### config.mk
export PLATFORM = sky130hd
export DESIGN_NAME = gfx_cmd_sched
export DESIGN_NICKNAME = d
export VERILOG_FILES = /design/src/rtl/gfx_cmd_pkg.sv /design/src/rtl/gfx_cmd_fifo.sv /design/src/rtl/gfx_cmd_sched.sv
export SDC_FILE = /design/constraint.sdc
export NUM_CORES = 1
export LEC_CHECK = 0
export CAP_MARGIN = 10
export CELL_PAD_IN_SITES_DETAIL_PLACEMENT = 2
export CELL_PAD_IN_SITES_GLOBAL_PLACEMENT = 2
export CORE_ASPECT_RATIO = 2
export CORE_UTILIZATION = 43
export DETAILED_ROUTE_END_ITERATION = 16
export PLACE_DENSITY_LB_ADDON = 0.1
export SLEW_MARGIN = 20
export SYNTH_ARGS = -nofsm -noshare
export SYNTH_HDL_FRONTEND = slang
export SYNTH_SLANG_ARGS = --single-unit
### constraint.sdc
create_clock -name clk -period 5.05 [get_ports clk]
set_clock_uncertainty 0.05 [all_clocks]
set_input_delay 1.2625 -clock clk [delete_from_list [all_inputs] [get_ports clk]]
set_output_delay 1.2625 -clock clk [all_outputs]
set_load 0.02 [all_outputs]
### src/rtl/gfx_cmd_pkg.sv
// gfx_cmd_pkg
//   Shared definitions for the G10k command scheduler: opcode values, the
//   setup-opcode classifier, arbiter state encoding and source identifiers.
package gfx_cmd_pkg;

   // Setup opcodes: issuing one of these locks the port to its source
   localparam logic [7:0] OP_VIEWPORT = 8'd3;
   localparam logic [7:0] OP_SHADER   = 8'd6;
   localparam logic [7:0] OP_TEX_ADDR = 8'd7;
   localparam logic [7:0] OP_TEX_FMT  = 8'd10;
   localparam logic [7:0] OP_BLEND    = 8'd11;
   localparam logic [7:0] OP_SCISSOR  = 8'd15;
   localparam logic [7:0] OP_DEPTH    = 8'd16;
   localparam logic [7:0] OP_STENCIL  = 8'd18;
   localparam logic [7:0] OP_RASTER   = 8'd19;

   typedef enum logic [1:0] {
      IDLE     = 2'd0,
      LOCK_CPU = 2'd1,
      LOCK_AUX = 2'd2
   } state_t;

   localparam logic SRC_CPU = 1'b0;
   localparam logic SRC_AUX = 1'b1;

   function automatic logic is_setup(input logic [7:0] op);
      case (op)
         OP_VIEWPORT, OP_SHADER, OP_TEX_ADDR, OP_TEX_FMT, OP_BLEND,
         OP_SCISSOR, OP_DEPTH, OP_STENCIL, OP_RASTER: return 1'b1;
         default:                                     return 1'b0;
      endcase
   endfunction

endpackage

### src/rtl/gfx_cmd_fifo.sv
// gfx_cmd_fifo
//   Synchronous first-word-fall-through FIFO for buffered CPU commands.
//   Ports:
//     clk, rst     clock, asynchronous active-low reset (flushes pointers)
//     push, wdata  write strobe and data; accepted when not full or when
//                  popping on the same edge
//     pop, rdata   read strobe; rdata shows the head entry combinationally
//     full, empty  occupancy flags
module gfx_cmd_fifo #(
   parameter int DEPTH = 8,
   parameter int W     = 24
) (
   input  logic         clk,
   input  logic         rst,
   input  logic         push,
   input  logic [W-1:0] wdata,
   input  logic         pop,
   output logic [W-1:0] rdata,
   output logic         full,
   output logic         empty
);

   localparam int AW = $clog2(DEPTH);
   localparam logic [AW:0] PTR_ONE = {{AW{1'b0}}, 1'b1};

   logic [W-1:0] mem [DEPTH];
   logic [AW:0]  wr_ptr, rd_ptr;
   logic         do_push, do_pop;

   // Extra pointer bit distinguishes full from empty when indices match
   assign empty   = (wr_ptr == rd_ptr);
   assign full    = (wr_ptr[AW] != rd_ptr[AW]) && (wr_ptr[AW-1:0] == rd_ptr[AW-1:0]);
   assign do_pop  = pop && !empty;
   // When full, a same-edge pop frees the slot being written
   assign do_push = push && (!full || do_pop);
   assign rdata   = mem[rd_ptr[AW-1:0]];

   always_ff @(posedge clk or negedge rst) begin
      if (!rst) begin
         wr_ptr <= '0;
         rd_ptr <= '0;
      end else begin
         if (do_push) wr_ptr <= wr_ptr + PTR_ONE;
         if (do_pop)  rd_ptr <= rd_ptr + PTR_ONE;
      end
   end

   always_ff @(posedge clk) begin
      if (do_push) mem[wr_ptr[AW-1:0]] <= wdata;
   end

endmodule

### src/rtl/gfx_cmd_sched.sv
// gfx_cmd_sched
//   Shares the 24-bit G10k command port between the CPU device bus (via a
//   FIFO) and the auxiliary engine. Setup opcodes lock the port to their
//   source until a non-setup opcode or an idle timeout; issues are paced
//   by a MIN_GAP idle-cycle counter.
//   Ports:
//     clk, rst            clock, asynchronous active-low reset
//     in, in_valid        CPU bus word {dev,rsv,opcode,data} and its strobe
//     cpu_full            FIFO full (a word written now is dropped)
//     aux_req, aux_cmd    aux request, held until aux_gnt
//     aux_gnt             1-cycle pulse: aux_cmd issued
//     out, start          issued command and its 1-cycle valid pulse
//     ovf, lock_to        sticky: CPU word dropped / lock released by timeout
//   Optional (GFX_SCHED_STATS_EN): cnt_cpu, cnt_aux (wrapping issue counts),
//     cnt_stall (saturating cycles a ready source was blocked by a lock).
module gfx_cmd_sched
   import gfx_cmd_pkg::*;
#(
   parameter logic [1:0] DEVADDR      = 2'd2,
   parameter int         FIFO_DEPTH   = 8,
   parameter int         MIN_GAP      = 1,
   parameter int         LOCK_TIMEOUT = 64
) (
   input  logic        clk,
   input  logic        rst,
   input  logic [31:0] in,
   input  logic        in_valid,
   output logic        cpu_full,
   input  logic        aux_req,
   input  logic [23:0] aux_cmd,
   output logic        aux_gnt,
   output logic [23:0] out,
   output logic        start,
   output logic        ovf,
   output logic        lock_to
`ifdef GFX_SCHED_STATS_EN
   ,
   output logic [15:0] cnt_cpu,
   output logic [15:0] cnt_aux,
   output logic [15:0] cnt_stall
`endif
);

   localparam int TW = $clog2(LOCK_TIMEOUT + 1);
   localparam logic [TW-1:0] TO_LAST = TW'(LOCK_TIMEOUT - 1);
   localparam logic [TW-1:0] TO_ONE  = TW'(1);

   state_t       state;
   logic         last_src;
   logic [3:0]   gap_cnt;
   logic [TW-1:0] idle_cnt;

   logic         cpu_hit, fifo_push, fifo_full, fifo_empty;
   logic [23:0]  fifo_rdata;
   logic         cpu_rdy, aux_rdy, sel_cpu, sel_aux, issue;
   logic [23:0]  issue_cmd;
   logic         locked, owner_rdy, timeout;
   logic         unused_rsv;

   assign unused_rsv = ^in[29:24];

   assign cpu_hit   = in_valid && (in[31:30] == DEVADDR);
   // Push accepted on full only when the head is popped on the same edge
   assign fifo_push = cpu_hit && (!fifo_full || sel_cpu);
   assign cpu_full  = fifo_full;

   gfx_cmd_fifo #(
      .DEPTH (FIFO_DEPTH),
      .W     (24)
   ) u_fifo (
      .clk   (clk),
      .rst   (rst),
      .push  (fifo_push),
      .wdata (in[23:0]),
      .pop   (sel_cpu),
      .rdata (fifo_rdata),
      .full  (fifo_full),
      .empty (fifo_empty)
   );

   assign cpu_rdy = !fifo_empty;
   // aux_req is still high in the grant cycle; masking it avoids a re-grant
   assign aux_rdy = aux_req && !aux_gnt;

   always_comb begin
      sel_cpu = 1'b0;
      sel_aux = 1'b0;
      if (gap_cnt == 4'd0) begin
         case (state)
            IDLE: begin
               if (cpu_rdy && aux_rdy) begin
                  if (last_src == SRC_CPU) sel_aux = 1'b1;
                  else                     sel_cpu = 1'b1;
               end else begin
                  sel_cpu = cpu_rdy;
                  sel_aux = aux_rdy;
               end
            end
            LOCK_CPU: sel_cpu = cpu_rdy;
            LOCK_AUX: sel_aux = aux_rdy;
            default:  ;
         endcase
      end
   end

   assign issue     = sel_cpu || sel_aux;
   assign issue_cmd = sel_cpu ? fifo_rdata : aux_cmd;
   assign locked    = (state != IDLE);
   assign owner_rdy = (state == LOCK_CPU) ? cpu_rdy : aux_rdy;
   assign timeout   = locked && !owner_rdy && (idle_cnt == TO_LAST);

   always_ff @(posedge clk or negedge rst) begin
      if (!rst) begin
         state    <= IDLE;
         last_src <= SRC_CPU;
         gap_cnt  <= 4'd0;
         idle_cnt <= '0;
         out      <= 24'd0;
         start    <= 1'b0;
         aux_gnt  <= 1'b0;
         ovf      <= 1'b0;
         lock_to  <= 1'b0;
      end else begin
         start   <= issue;
         aux_gnt <= sel_aux;

         if (issue) begin
            out      <= issue_cmd;
            last_src <= sel_aux ? SRC_AUX : SRC_CPU;
            gap_cnt  <= 4'(MIN_GAP);
         end else if (gap_cnt != 4'd0) begin
            gap_cnt <= gap_cnt - 4'd1;
         end

         if (cpu_hit && fifo_full && !sel_cpu) ovf <= 1'b1;

         // Only the owner can issue while locked, so any issue decides the
         // next state from its own opcode alone
         if (issue) begin
            if (is_setup(issue_cmd[23:16])) state <= sel_aux ? LOCK_AUX : LOCK_CPU;
            else                            state <= IDLE;
            idle_cnt <= '0;
         end else if (timeout) begin
            state    <= IDLE;
            idle_cnt <= '0;
            lock_to  <= 1'b1;
         end else if (locked && !owner_rdy) begin
            idle_cnt <= idle_cnt + TO_ONE;
         end else begin
            idle_cnt <= '0;
         end
      end
   end

`ifdef GFX_SCHED_STATS_EN
   logic blocked;
   assign blocked = ((state == LOCK_CPU) && aux_rdy) || ((state == LOCK_AUX) && cpu_rdy);

   always_ff @(posedge clk or negedge rst) begin
      if (!rst) begin
         cnt_cpu   <= 16'd0;
         cnt_aux   <= 16'd0;
         cnt_stall <= 16'd0;
      end else begin
         if (sel_cpu) cnt_cpu <= cnt_cpu + 16'd1;
         if (sel_aux) cnt_aux <= cnt_aux + 16'd1;
         if (blocked && (cnt_stall != 16'hFFFF)) cnt_stall <= cnt_stall + 16'd1;
      end
   end
`endif

endmodule

-- After elaboration in Yosys (flattened, before gate mapping)
Memory sizes are Yosys's and may differ from the RTL's.
Index checks and enable logic that the tools add are counted.
- register bits: 50
- latch bits: 0
- memory bits (writable): 192
- memory bits (read-only): 32
- bits of input ports: 60
- output and inout bits: 29
- logic and storage cells: 76
- memories: 2
- memories (name ; words ; bits a word ; read ports ; clocked after memory_dff ; write ports ; RTL line ; RTL):
    u_fifo.mem ; 8 ; 24 ; 1 ; 0 ; 1 ; gfx_cmd_fifo.sv:26 ; logic [W-1:0] mem [DEPTH];
    (no name shown) ; 32 ; 1 ; 1 ; 0 ; 0 ; gfx_cmd_pkg.sv:27 ; case (op)
- $add $sub $neg: 4
- $mul: 0
- div/mod/pow operators: 0
- $lt $le $gt $ge: 0
- equal/unequal tests: 7
- shifts and indexed selects: 0
- mux-type cells: 24
- bitwise operators: 1
- reduce and logical (&&, ||, !) cells: 27
- operator list (kind ; count):
    24-bit two-way mux ; 1
    7-bit two-way mux ; 3
    1-bit two-way mux ; 12
    1-bit logical AND ; 11
    4-bit by 1-bit adder with 4-bit output, second input constant ; 2
    2-bit two-way mux ; 4
    4-bit two-way mux ; 2
    7-bit by 1-bit adder with 7-bit output, second input constant ; 1
    7-bit by 6-bit equality test with 1-bit output, second input constant ; 1
    2-bit nonzero test ; 3
    1-bit logical NOT ; 5
    2-bit equality test, second input constant ; 2
    4-bit equality test ; 1
    4-bit logical NOT ; 1
    1-bit one-hot mux with 2 select lines ; 2
    4-bit nonzero test ; 1
    4-bit by 1-bit subtractor with 4-bit output, second input constant ; 1
    3-bit equality test ; 1
    3-bit logical NOT ; 1
    1-bit logical OR ; 3
    2-bit by 1-bit equality test with 1-bit output, second input constant ; 1
    2-bit logical NOT ; 1
    2-bit AND reduction ; 1
    1-bit inequality test ; 1
    1-bit inverter ; 1

-- Logic depth before layout (Yosys ltp)
Gate-level depths: netlist of run 1.
- word-level depth: 12
- gate-level depth with buffers: 11
- depth with buffers taken out: 8

-- Hierarchy
Synthesis of run 1 repeated with hierarchy kept, for this count alone.
- cells, all modules: 531
- area, all modules: 9883.2 um^2
- by module, submodules not included (module ; times used ; cells an instance ; area each (um^2) ; seq. area each (um^2)):
    gfx_cmd_fifo ; 1 ; 335 ; 7941.4 ; 5965.7
    gfx_cmd_sched ; 1 ; 196 ; 1941.9 ; 1051.0

-- Worst setup path before layout of run 1
OpenSTA, ideal clock, no wires.
- path type: input to register
- start point: in aux_req
- end point: mem u_fifo.mem[0][0], enable pin
- library setup time: 435 ps
- arrival: 4104 ps
- setup slack: 461 ps
- cell stages on the path: 8
- buffers on the path: 2
- cells stage by stage: nand2b_1 -> nor3_1 -> or4_1 -> buf_4 -> buf_4 -> a21oi_4 -> nand2b_1 -> nor3_1
- word-level cells in the longest chain between the ends: 10
- elaborated cells between the ends (all ways): 12
- RTL lines (item ; RTL line ; RTL):
    from (decl) ; gfx_cmd_sched.sv:29 ; input logic aux_req,
    1-bit logical AND (*) ; gfx_cmd_sched.sv:83 ; assign aux_rdy = aux_req && !aux_gnt;
    1-bit logical AND (*) ; gfx_cmd_sched.sv:91 ; if (cpu_rdy && aux_rdy) begin
    1-bit two-way mux (*) ; gfx_cmd_sched.sv:91 ;
    1-bit one-hot mux with 2 select lines (*) ; gfx_cmd_sched.sv:89 ; case (state)
    1-bit two-way mux (*) ; gfx_cmd_sched.sv:88 ; if (gap_cnt == 4'd0) begin
    1-bit logical OR / 1-bit logical AND (equally long branches) ; gfx_cmd_sched.sv:64, gfx_cmd_fifo.sv:33 ;
    1-bit logical AND / 1-bit logical OR (equally long branches) ; gfx_cmd_sched.sv:64, gfx_cmd_fifo.sv:35 ;
    1-bit logical AND (*) ; gfx_cmd_fifo.sv:35 ; assign do_push = push && (!full || do_pop);
    1-bit two-way mux (*) ; gfx_cmd_fifo.sv:49 ; if (do_push) mem[wr_ptr[AW-1:0]] <= wdata;
    1-bit two-way mux (implied by the code) (*) ; gfx_cmd_fifo.sv:49 ;
    to (decl) ; gfx_cmd_fifo.sv:26 ;
Mark *: on every way between the ends. The rest lies on a longest branch, timed or not.

-- Final worst setup path of run 1
- start point: reg u_fifo.rd_ptr[0]
- end point: out cpu_full
- word-level cells in the longest chain between the ends: 2
- RTL lines (item ; RTL line ; RTL):
    from (decl) ; gfx_cmd_fifo.sv:27 ; logic [AW:0] wr_ptr, rd_ptr;
    from (signal assigned) ; gfx_cmd_fifo.sv:44 ; if (do_pop) rd_ptr <= rd_ptr + PTR_ONE;
    3-bit equality test ; gfx_cmd_fifo.sv:32 ; assign full = (wr_ptr[AW] != rd_ptr[AW]) && (wr_ptr[AW-1:0] == rd_ptr[AW-1:0]);
    1-bit logical AND ; gfx_cmd_fifo.sv:32 ;
    to (decl) ; gfx_cmd_sched.sv:28 ; output logic cpu_full,
No other way between the ends.

==> results.cfg, run 1 <==
[run_status]
status = finished clean

[synth]
syn-instance-count = 509
ys_seq_area_share_pct = 73.4
yosysTopAreaCell = edfxtp_1
syn_area_mm2 = 0.00956
ys_top_cells_by_area = edfxtp_1 (60%), dfrtp_1 (13%), mux4_2 (11%)
avgSynthCellArea_um2 = 18.8
ys_ff_latch = 242
syn_nets = 573
synth.distinct_cells = 40
synth_top_area_share_pct = 60.3
yosys_warnings = 0

[hold_path]
hold_start = lock_to$_DFFE_PN0P_
hp-class = reg2reg
hold_path_depth = 1

[layout]
antenna-diode-count = 0
drive_gt1_share_pct = 19.9
layout.nets = 668
fin_area_mm2 = 0.0114
fin_cells = 891
final_cell_mix = edfxtp_1 (192), clkdlybuf4s50_1 (81), mux4_2 (48)
mostFrequentLayoutCell = edfxtp_1
final_util_pct = 52.8
areaGrowthSynthToFinish_pct = 19.6

[grt]
grt_usage_pct = 20.4
antenna_found_initial = 0
grt_first_pass_wirelength_mm = 34.0
overflow = 0
grt_max_degree = 48
grt_pass1_vias = 5756

[timing]
fin_crit_ns = 3.68
maxSlewHeadroom_pct = 48.0
worstMarginPinSlew_ns = 0.780
fmax_mhz = 272
setup_viol = 0
finalSetupTns_ns = 0
hold_viol = 0
period_share_pct = 72.9
slew_violations = 0
rsz0062_at_grt = no

[clock_network]
clkTransAtPathRegs_ns = 0.07
cts_buffer_depth = 3
clock-sinks = 242
hold_buffers = 0
cts_root_buf = clkbuf_16
post-cts-setup-buffers = 0
clk_latency_ns = 0.50
tritoncts = built
h-tree-depth = 1
cts_inserted_buffers = 21
cts_resized = 0

[critical_path]
critPathArrivalTime_ns = 2.37
cp-startpoint = u_fifo.rd_ptr[0]$_DFFE_PN0P_
r2r_cells = 7
crit_required_ns = 3.74
rr_startpoint = u_fifo.rd_ptr[0]$_DFFE_PN0P_
r2r_slack_ns = 1.67
reg2reg_to = state[0]$_DFFE_PN0P_
crit_path_end = cpu_full
crit_path_max_fanout = 15
worstSetupStartpointType = register
critPathCaptureType = primary output
crit_type = reg2out

[floorplanning]
core_mm2 = 0.0217
dieArea_mm2 = 0.0229
num_rows = 76
die_width_um = 107
initial_utilization_pct = 44.1
die_y_um = 213
io_pins = 89

[placement]
dp_hpwl_mm = 13.8
gp_congestion = 0.706
dpl_cell_area_mm2 = 0.0108
io_buffer_count = 82
post-place-cells = 854

[detailed_routing]
routed_wl_mm = 22.2
drc_errors = 0
vias = 4977
drtIter0Drc = 225
vias_per_cell = 5.59
first_pass_iters = 4
routedWlPerCell_um = 24.9
drtAntennaViolNets = 0

[power_and_ir_drop]
powerDensity_mw_per_mm2 = 525
p_total_uw = 6010
vdd_drop_max_uv = 288
p_leak_uw = 0.00386

[run]
maxCapViolations = 0
logic make-up (layout without fill, tap and decap cells):
kind of cell	after synthesis	after routing	synth area share (%)
adder cells (fa/ha/maj)	4	4	0.523
buffers and inverters	31	140	1.47
AND/OR/NAND/NOR	79	79	4.13
flip-flops	242	242	73.4
AO/OA/AOI/OAI	53	53	3.73
XOR/XNOR	16	16	1.47
multiplexers	84	84	15.3
layer usage:
metal	up-vias	share of wire, %	wire [um]	GRT usage (%)
li1	2187	-	-	-
met1	2654	37	8280	23.2
met2	104	57	12700	39.2
met3	32	3.0	662	2.17
met4	0	2.3	505	6.38
met5	-	0	0	0
state kept, by name, indices dropped and copies added, names as in the netlist, 2 cells and up:
signal and count:
u_fifo.mem 192, out 24, idle_cnt 7, gap_cnt 4
u_fifo.rd_ptr 4, u_fifo.wr_ptr 4, state 2
synthesized netlist by cell type, drive strengths merged:
cell     number
ha            4
a21o          3
a311oi        1
nand2        22
and3          2
dfrtp        50
inv           5
xor2          7
a32o          1
buf          15
nand3b        1
and3b         1
a2111oi       1
or2b          1
a21oi        19
o21a          1
or4           1
nand2b        4
nor2         17
o21bai        1
nor2b        16
mux2         12
nor3          6
and2          1
nand4         1
mux4         48
xnor2         9
mux2i        24
clkbuf       11
edfxtp      192
or3           2
a211oi       17
nor4          1
nor4b         1
o21ai         9
nand3         2
where the power goes:
| group | switching, uW | internal, uW | total, uW |
|---|---|---|---|
| logic | 947 | 877 | 1820 |
| clock network | 699 | 920 | 1620 |
| registers | 174 | 2390 | 2570 |
layout make-up:
type | count | area (um2)
repair buffers | 98 | 936
fillers | 1898 | 10200
clock buffers | 25 | 541
well taps | 273 | 342
inverters | 5 | 18.8
flip-flops and latches | 242 | 7020
multi-input cells | 236 | 2440
clock inverters | 12 | 134
critical path, stage by stage (launching register included):
cell	delay, ns
dfrtp_4	0.61
xor2_1	0.22
nor3_1	0.16
and2_1	0.25
clkdlybuf4s50_1	0.64
stage by stage:
step | hold slack [ns] | worst slack [ns]
after detailed placement | 0.415 | 0.920
after global placement | 0.398 | 0.982
after CTS | 0.434 | 1.30
final | 0.424 | 1.37
after global routing | 0.441 | 1.20
after floorplan | 0.383 | 0.461
how the worst min path moves through the flow:
stage,to,slack (ns)
after floorplan,idle_cnt[0]$_DFF_PN0_,0.38
after global placement,idle_cnt[0]$_DFF_PN0_,0.40
after detailed placement,lock_to$_DFFE_PN0P_,0.41
after CTS,lock_to$_DFFE_PN0P_,0.43
after global routing,lock_to$_DFFE_PN0P_,0.44
final,lock_to$_DFFE_PN0P_,0.42
(Power assumes the default switching activity.)
==> run 2: changes to the inputs <==
--- a/config.mk
+++ b/config.mk
@@ -9,7 +9,7 @@
 export CELL_PAD_IN_SITES_DETAIL_PLACEMENT = 2
 export CELL_PAD_IN_SITES_GLOBAL_PLACEMENT = 2
 export CORE_ASPECT_RATIO = 2
-export CORE_UTILIZATION = 43
+export CORE_UTILIZATION = 39
 export DETAILED_ROUTE_END_ITERATION = 16
 export PLACE_DENSITY_LB_ADDON = 0.1
 export SLEW_MARGIN = 20
==> constraint.sdc (replaced) <==
create_clock -name clk -period 3.05 [get_ports clk]
set_clock_uncertainty 0.05 [all_clocks]
set_input_delay 0.7625 -clock clk [delete_from_list [all_inputs] [get_ports clk]]
set_output_delay 0.7625 -clock clk [all_outputs]
set_load 0.02 [all_outputs]
==> run 2 against run 1 <==
Clock-buffer cell count rose by 3. Cell count rose by 5.7%. Highest routed layer unchanged. Flip-flop and latch count did not move.
==> results.cfg, run 2 (synthesis results as in run 1) <==
[run_status]
status = finished clean

[detailed_routing]
routed_wl_mm = 23.8
drtAntennaViolNets = 0
drc_errors = 0
first_pass_iters = 4
vias = 5077
routedWlPerCell_um = 25.3
vias_per_cell = 5.39
drtIter0Drc = 187

[grt]
grt_pass1_vias = 6142
grt_first_pass_wirelength_mm = 36.6
antenna_found_initial = 0
overflow = 0
grt_max_degree = 48
grt_usage_pct = 19.9

[clock_network]
clk_latency_ns = 0.53
clkTransAtPathRegs_ns = 0.07
cts_inserted_buffers = 23
cts_buffer_depth = 3
post-cts-setup-buffers = 0
tritoncts = built
h-tree-depth = 1
cts_root_buf = clkbuf_16
clock-sinks = 242

[layout]
areaGrowthSynthToFinish_pct = 25.3
fin_area_mm2 = 0.0120
largest_register_ffs = 192
antenna-diode-count = 0
mostFrequentLayoutCell = edfxtp_1
fin_cells = 942
layout.nets = 702
final_cell_mix = edfxtp_1 (192), clkdlybuf4s50_1 (80), mux4_2 (48)
final_util_pct = 50.1
drive_gt1_share_pct = 25.5

[placement]
io_buffer_count = 82
dpl_cell_area_mm2 = 0.0112
dp_slack_ns = -0.255
post-place-cells = 900
gp_congestion = 0.693
dp_hpwl_mm = 15.8

[timing]
fmax_mhz = 349
fin_ws_ns = 0.185
worstMarginPinSlew_ns = 0.749
hold_viol = 0
fin_crit_ns = 2.87
finalSetupTns_ns = 0
period_share_pct = 93.9
rsz0062_at_grt = no
maxSlewHeadroom_pct = 50.1
slew_violations = 0
setup_viol = 0

[critical_path]
worstSetupStartpointType = register
r2r_cells = 9
r2r_slack_ns = 0.18
crit_path_max_fanout = 14
slowest_delay_ns = 0.77
crit_type = reg2reg
reg2reg_to = u_fifo.mem[5][6]$_DFFE_PP_
crit_required_ns = 3.22
cpMostUsedCell = nand2_1
worstPathCellList = inv_1 -> ha_1 -> nand2_1 -> or4_2 -> a21oi_4 -> nand2_1 -> buf_4 -> nor2_4 -> buf_12
rr_startpoint = gap_cnt[0]$_DFFE_PN0P_
critPathCaptureType = register
crit_slowest_cell = or4_2
critPathArrivalTime_ns = 3.04

[floorplanning]
io_pins = 89
die_width_um = 113
die_y_um = 223
initial_utilization_pct = 40.0
num_rows = 80
dieArea_mm2 = 0.0252
core_mm2 = 0.0239

[run]
maxCapViolations = 0

[power_and_ir_drop]
vdd_drop_max_uv = 559
p_leak_uw = 0.00414
powerDensity_mw_per_mm2 = 883

[hold_path]
hp-class = in2async
-- run 2: cell count changes in the layout (fill, tap and decap cells not counted), moves of 2 or more --
cell	previous run	this run
nor3_4	0	2
o21ai_1	0	2
clkbuf_8	0	3
buf_12	0	9
buf_4	16	39
o21ai_0	9	7
clkbuf_1	4	2
clkbuf_16	21	23
clkinv_1	4	0
nor3_2	2	0
nor2_4	0	3
nor2_2	6	3
clkinvlp_4	0	4
-- run 2: metal layers --
layer	wire length [um]	GRT usage (%)	vias up
li1	-	-	2259
met1	8330	20.5	2652
met2	13900	39.3	116
met3	683	2.47	50
met4	928	8.73	0
met5	0	0	-
-- run 2: through the flow --
step / power [uW] / hold slack, ns
final: 10600 / 0.220
after CTS: 10800 / 0.229
after global routing: 11100 / 0.247
after global placement: 7480 / 0.396
after floorplan: 6330 / 0.383
after detailed placement: 7640 / 0.420
-- run 2: timing repair --
item,CTS,global route
gates resized for setup,0,4
hold buffers,0,0
setup endpoints to repair,0,2
-- run 2: worst max-delay path by stage --
stage,cells after the start,to,start,slack [ns]
global placement,8,u_fifo.mem[4][14]$_DFFE_PP_,aux_req,-0.20
global route,6,out[4]$_DFFE_PN0N_,u_fifo.rd_ptr[0]$_DFFE_PN0P_,0.02
CTS,4,cpu_full,u_fifo.wr_ptr[0]$_DFFE_PN0P_,0.01
finish,9,u_fifo.mem[5][6]$_DFFE_PP_,gap_cnt[0]$_DFFE_PN0P_,0.18
floorplan,8,u_fifo.mem[2][0]$_DFFE_PP_,aux_req,-0.38
detailed placement,8,u_fifo.mem[0][14]$_DFFE_PP_,aux_req,-0.26
-- run 2: layout make-up --
type / instances / area, um2
inverter: 5 / 18.8
timing repair buffer: 130 / 1290
multi-input combinational: 236 / 2480
clock buffer: 28 / 624
sequential: 242 / 7020
clock inverter: 14 / 191
fill: 2113 / 11900
tap: 287 / 359
-- run 2: critical path: cells and delay by family (launching register included) --
kind | cells | cell delay (ns)
AND/OR/NAND/NOR | 4 | 1.20
buffers and inverters | 3 | 0.47
flip-flops | 1 | 0.41
adder cells (fa/ha/maj) | 1 | 0.21
AO/OA/AOI/OAI | 1 | 0.21
-- run 2: where the power goes --
part	leakage, uW	total [uW]	switching (uW)	internal [uW]
sequential	0.00234	4190	227	3960
clock	0.000389	3080	1270	1810
combinational	0.00141	3310	1720	1590
